## src/rtl/pipe_latch.sv

```systemverilog
// Single pipeline-register stage with valid/ready handshake and synchronous flush.
// Define PIPE_LATCH_SKID_EN to add a one-entry skid buffer and a registered in_ready.
module pipe_latch #(
  parameter int unsigned       DATA_W   = 32,
  parameter int unsigned       ADDR_W   = 12,
  parameter logic [DATA_W-1:0] NOP_WORD = '0
) (
  input  logic              clock,
  input  logic              clr,
  input  logic              flush,
  input  logic              in_valid,
  output logic              in_ready,
  input  logic [DATA_W-1:0] in_instr,
  input  logic [ADDR_W-1:0] in_pc,
  output logic              out_valid,
  input  logic              out_ready,
  output logic [DATA_W-1:0] out_instr,
  output logic [ADDR_W-1:0] out_pc
);

  typedef struct packed {
    logic [DATA_W-1:0] instr;
    logic [ADDR_W-1:0] pc;
  } entry_t;

  entry_t out_q, out_n;
  logic   out_valid_q, out_valid_n;
  entry_t in_entry;
  logic   xfer_in;
  logic   xfer_out;

  assign in_entry  = '{instr: in_instr, pc: in_pc};
  assign xfer_in   = in_valid && in_ready;
  assign xfer_out  = out_valid_q && out_ready;

  assign out_valid = out_valid_q;
  assign out_instr = out_q.instr;
  assign out_pc    = out_q.pc;

`ifdef PIPE_LATCH_SKID_EN

  entry_t skid_q, skid_n;
  logic   skid_valid_q, skid_valid_n;
  logic   in_ready_q;

  assign in_ready = in_ready_q;

  // State register; in_ready stays low through reset and rises on the first clock after it.
  always_ff @(posedge clock or posedge clr) begin
    if (clr) begin
      out_valid_q  <= 1'b0;
      out_q        <= '{instr: NOP_WORD, pc: '0};
      skid_valid_q <= 1'b0;
      skid_q       <= '0;
      in_ready_q   <= 1'b0;
    end else begin
      out_valid_q  <= out_valid_n;
      out_q        <= out_n;
      skid_valid_q <= skid_valid_n;
      skid_q       <= skid_n;
      in_ready_q   <= !skid_valid_n;
    end
  end

  // Next state: the skid only fills while the output is stalled and drains on the next pop.
  always_comb begin
    out_valid_n  = out_valid_q;
    out_n        = out_q;
    skid_valid_n = skid_valid_q;
    skid_n       = skid_q;
    if (flush) begin
      out_valid_n  = 1'b0;
      out_n.instr  = NOP_WORD;
      skid_valid_n = 1'b0;
    end else if (skid_valid_q) begin
      if (xfer_out) begin
        out_n        = skid_q;
        skid_valid_n = 1'b0;
      end
    end else if (out_valid_q && !out_ready) begin
      if (xfer_in) begin
        skid_n       = in_entry;
        skid_valid_n = 1'b1;
      end
    end else if (xfer_in) begin
      out_n       = in_entry;
      out_valid_n = 1'b1;
    end else if (xfer_out) begin
      out_valid_n = 1'b0;
      out_n.instr = NOP_WORD;
    end
  end

`else

  // Accept whenever the held entry is absent or leaving this cycle.
  assign in_ready = !out_valid_q || out_ready;

  always_ff @(posedge clock or posedge clr) begin
    if (clr) begin
      out_valid_q <= 1'b0;
      out_q       <= '{instr: NOP_WORD, pc: '0};
    end else begin
      out_valid_q <= out_valid_n;
      out_q       <= out_n;
    end
  end

  // Flush wins over a same-cycle load; a drained stage shows the bubble word but keeps its pc.
  always_comb begin
    out_valid_n = out_valid_q;
    out_n       = out_q;
    if (flush) begin
      out_valid_n = 1'b0;
      out_n.instr = NOP_WORD;
    end else if (xfer_in) begin
      out_n       = in_entry;
      out_valid_n = 1'b1;
    end else if (xfer_out) begin
      out_valid_n = 1'b0;
      out_n.instr = NOP_WORD;
    end
  end

`endif

endmodule

```

## config.mk

```make
export PLATFORM = sky130hd
export DESIGN_NAME = pipe_latch
export DESIGN_NICKNAME = d
export VERILOG_FILES = /design/src/rtl/pipe_latch.sv
export SDC_FILE = /design/constraint.sdc
export NUM_CORES = 1
export LEC_CHECK = 0
export ABC_AREA = 1
export CORE_UTILIZATION = 43
export CTS_CLUSTER_SIZE = 40
export DETAILED_ROUTE_END_ITERATION = 7
export PLACE_DENSITY = 0.85
export SYNTH_ARGS = -nofsm -noshare
export SYNTH_HDL_FRONTEND = slang
export SYNTH_SLANG_ARGS = --single-unit
export TNS_END_PERCENT = 50
```

## constraint.sdc

```tcl
create_clock -name clock -period 2.9 [get_ports clock]
set_clock_uncertainty 0.1 [all_clocks]
set_input_delay 0.435 -clock clock [delete_from_list [all_inputs] [get_ports clock]]
set_output_delay 0.435 -clock clock [all_outputs]
set_load 0.01 [all_outputs]
```

# Word level (Yosys, flattened, before mapping)
# Index checks and enable logic that the tools add are counted.
[word_totals] reg_bits=45 wordCells=16 output_inout_bits=46
[op_classes] reduce_logical=6 n_mux=6 bitwise=1
[ops] operator="$mux 32" count=3
[ops] operator="$mux 1" count=3
[ops] operator="$reduce_bool 3->1" count=1
[ops] operator="$logic_and 1x1->1" count=2
[ops] operator="$reduce_and 2->1" count=1
[ops] operator="$logic_not 1->1" count=1
[ops] operator="$logic_or 1x1->1" count=1
[ops] operator="$not 1->1" count=1

# Longest topological paths before layout
[logic_depth] word_depth=5 mapped_depth=6 mapped_depth_nobuf=5

# Worst setup path after synthesis
# Ideal clock, no wire load.
[synth_path] kind="input to output" from="input port out_ready" to="output port in_ready" t_arrival_ns=0.834 stages=4 slack_ns=1.531 required_time_ns=2.365 n_path_buf=2 path_cell_list="inv_1 nand2_2 buf_6 buf_6"
[synth_via] elab_chain_len=1
[synth_rtl] element="start: declaration" line="16" rtl="input logic out_ready,"
[synth_rtl] element="$logic_or 1x1->1" line="97" rtl="assign in_ready = !out_valid_q || out_ready;"
[synth_rtl] element="end: declaration" line="12" rtl="output logic in_ready,"
# Every way passes these cells.

# Final worst setup path
[layout_path] from="input port out_ready" to="register out_q (netlist bit out_instr[0])"
[layout_via] elab_chain_len=4 word_cells_on_any_way=6 cone_classes="2 x mux; 4 x reduce/logical"
[layout_rtl] element="$logic_or 1x1->1" line="97"
[layout_rtl] element="$logic_and 1x1->1" line="33" rtl="assign xfer_in = in_valid && in_ready;"
[layout_rtl] element="$mux 32" line="116" rtl="end else if (xfer_in) begin"
[layout_rtl] element="$mux 32" line="113" rtl="if (flush) begin"
[layout_rtl] element="end signal: assignment" line="102" rtl="out_q <= '{instr: NOP_WORD, pc: '0};"
[layout_rtl] element="end signal: assignment" line="105" rtl="out_q <= out_n;"
[layout_rtl] element="end: declaration" line="26" rtl="entry_t out_q, out_n;"
# Parallel ways exist; a longest one is shown, timed or not.
# A chain may end at the register's enable or synchronous reset.

==> impl_metrics.env <==
export IMPL_syn_cell_area_sq_mm=0.00193
export IMPL_dieArea_sq_mm=0.00476
export IMPL_fin_hold_ws_ns=0.376
export IMPL_avgSynthCellArea_sq_um=9.47
export IMPL_die_w_um=69.0
export IMPL_max_slew_worst_pin_slew_ns=0.906
export IMPL_r2r_end="out_instr[0]$_DFFE_PP0P_"
export IMPL_power_density_mw_per_mm2=484
export IMPL_hold_buffers=0
export IMPL_reg2reg_from="out_valid$_DFFE_PP0P_"
export IMPL_place_congestion=0.713
export IMPL_min_path_type="flop to flop"
export IMPL_fmax_mhz=483
export IMPL_hpwl_um=3080
export IMPL_slowest_stage="nand2_2"
export IMPL_grt_overflow_total=0
export IMPL_finalHoldViolCount=0
export IMPL_clkTransAtPathRegs_ns=0.08
export IMPL_rrSetupSlack_ns=1.01
export IMPL_startpoint_type="primary input"
export IMPL_start_util=0.447
export IMPL_drtAntennaViolNets=0
export IMPL_path_max_fanout=47
export IMPL_synth_warnings=0
export IMPL_cts_root_buf="clkbuf_8"
export IMPL_ios=95
export IMPL_most_common_layout_cells="clkdlybuf4s50_1, nand3_1, nand2_1, dfrtp_1, clkbuf_8"
export IMPL_grt_pass1_wl_um=7660
export IMPL_cts_max_level=2
export IMPL_drc_errors=1
export IMPL_antenna_cells=0
export IMPL_grtUsageTotal=0.201
export IMPL_rows=24
export IMPL_critPathKind="primary input to flop"
export IMPL_use_met1=0.260
export IMPL_dr_pass1_iters=6
export IMPL_viasPerCell=5.12
export IMPL_ys_types=12
export IMPL_path_depth=7
export IMPL_ys_seq_area_frac=0.583
export IMPL_syn2layout_area_growth_pct=50.2
export IMPL_drv_cap=0
export IMPL_crit_path_end="out_instr[0]$_DFFE_PP0P_"
export IMPL_cts_made_buffers=5
export IMPL_report_final_setup_viol=0
export IMPL_met2_usage=0.318
export IMPL_clock_latency_ns=0.30
export IMPL_n_fill_cell=358
export IMPL_dpl_cell_count=336
export IMPL_cts_tree="done"
export IMPL_status="finished, violations left"
export IMPL_hold_start="out_pc[3]$_DFFE_PP0P_"
export IMPL_cts_buffer_depth=2
export IMPL_crit_start="out_ready"
export IMPL_syn_num_nets=253
export IMPL_violations="design-rule violations"
export IMPL_max_stage_delay_ns=0.46
export IMPL_port_buffers=94
export IMPL_ys_ff_latch=45
export IMPL_cts_sinks=45
export IMPL_slew_headroom=0.395
export IMPL_cts_resized_gates=0
export IMPL_critical_path_top_delay_family="buffers and inverters"
export IMPL_period_needed_ns=2.07
export IMPL_crit_arrival_ns=2.15
export IMPL_fin_tns_setup_ns=0
export IMPL_ir_drop_uv=335
export IMPL_grt_max_degree=48
export IMPL_mostFrequentLayoutCell="clkdlybuf4s50_1"
export IMPL_routedWlPerCell_um=13.4
export IMPL_use_met3=0.0614
export IMPL_cpMostUsedCell="nand2_2"
export IMPL_fin_crit_sh=0.714
export IMPL_stdcell_count=343
export IMPL_nets=340
export IMPL_antenna_found_initial=0
export IMPL_critPathBufInv=3
export IMPL_top_usage_layer="met2"
export IMPL_synthCells=204
export IMPL_final_layout_size_suffix_gt1_frac=0.0584
export IMPL_coreArea_sq_mm=0.00432
export IMPL_die_h_um=69.0
export IMPL_crit_chain="clkdlybuf4s50_1 -> inv_1 -> nand2_2 -> buf_4 -> nand2_2 -> nand3_1 -> nand2_1"
export IMPL_drtIter0Drc=179
export IMPL_cts_setup_buffers=0
export IMPL_grt_pass1_vias=1718
export IMPL_end_kind="flop"
export IMPL_p_leak_nw=1.41
export IMPL_slew_violations=0
export IMPL_wl_um=4600
export IMPL_rsz0062_at_grt="false"
export IMPL_reg2reg_depth=5
export IMPL_worst_ep_required_time_ns=2.98
export IMPL_vias=1756
-- worst min-delay path by stage --
stage,cells after the start,slack [ns],end
3_3_place_gp,2,0.36,out_pc[8]$_DFFE_PP0P_
4_1_cts,2,0.38,out_pc[3]$_DFFE_PP0P_
3_5_place_dp,2,0.36,out_pc[3]$_DFFE_PP0P_
5_1_grt,2,0.40,out_pc[10]$_DFFE_PP0P_
6_report,2,0.38,out_pc[3]$_DFFE_PP0P_
2_1_floorplan,1,0.40,out_valid$_DFFE_PP0P_
-- kinds of logic after synthesis --
family	share of synthesized area
AO/OA/AOI/OAI	0.00259
buffers and inverters	0.0829
flip-flops	0.583
AND/OR/NAND/NOR	0.332
-- cell usage after synthesis --
cell type,count,share of area
inv_1,3,0.0058
nor2_8,1,0.010
buf_2,2,0.0052
dfrtp_1,45,0.58
a21oi_1,1,0.0026
nand2_1,56,0.11
nand2_2,3,0.0097
nand2_4,1,0.0058
nand3_1,76,0.20
buf_4,7,0.027
buf_6,7,0.041
inv_2,2,0.0039
-- registers in the layout, summed over array words and instances, names as in the netlist --
register	cells
out_pc	12
out_instr	32
out_valid	1
-- stage by stage --
step | instance area (sq um) | worst slack, ns | utilization | total power, mW
final | 2900 | 0.830 | 0.671 | 1.40
after global routing | 2900 | 0.651 | 0.671 | 1.47
after detailed placement | 2810 | 0.528 | 0.650 | 1.02
after CTS | 2900 | 0.840 | 0.671 | 1.42
after global placement | 2810 | 0.566 | 0.650 | 1.02
after floorplan | 1930 | 1.31 | - | 0.846
-- worst reg2reg max path: stages, from the launching register on --
cell and delay [ns]:
dfrtp_1 0.41, nand2_2 0.08, buf_4 0.43, nand2_2 0.48, nand3_1 0.19, nand2_1 0.07
-- power breakdown --
group          switching (mW)  internal (mW)
clock                   0.207          0.188
combinational           0.133          0.170
sequential             0.0298          0.677
-- final cells by class --
type | count | area, sq um | share of cell area
Timing Repair Buffer | 96 | 956 | 0.329
Sequential cell | 45 | 1130 | 0.388
Clock buffer | 6 | 82.6 | 0.0285
Clock inverter | 1 | 7.51 | 0.00259
Inverter | 5 | 18.8 | 0.00647
Tap cell | 52 | 65.1 | 0.0224
Multi-Input combinational cell | 138 | 646 | 0.223
-- per-layer routing --
layer  share of wire  up-vias
li1                -      845
met1            0.43      824
met2            0.47       77
met3           0.074       10
met4           0.022        0
met5               0        -
(Power assumes the default switching activity.)
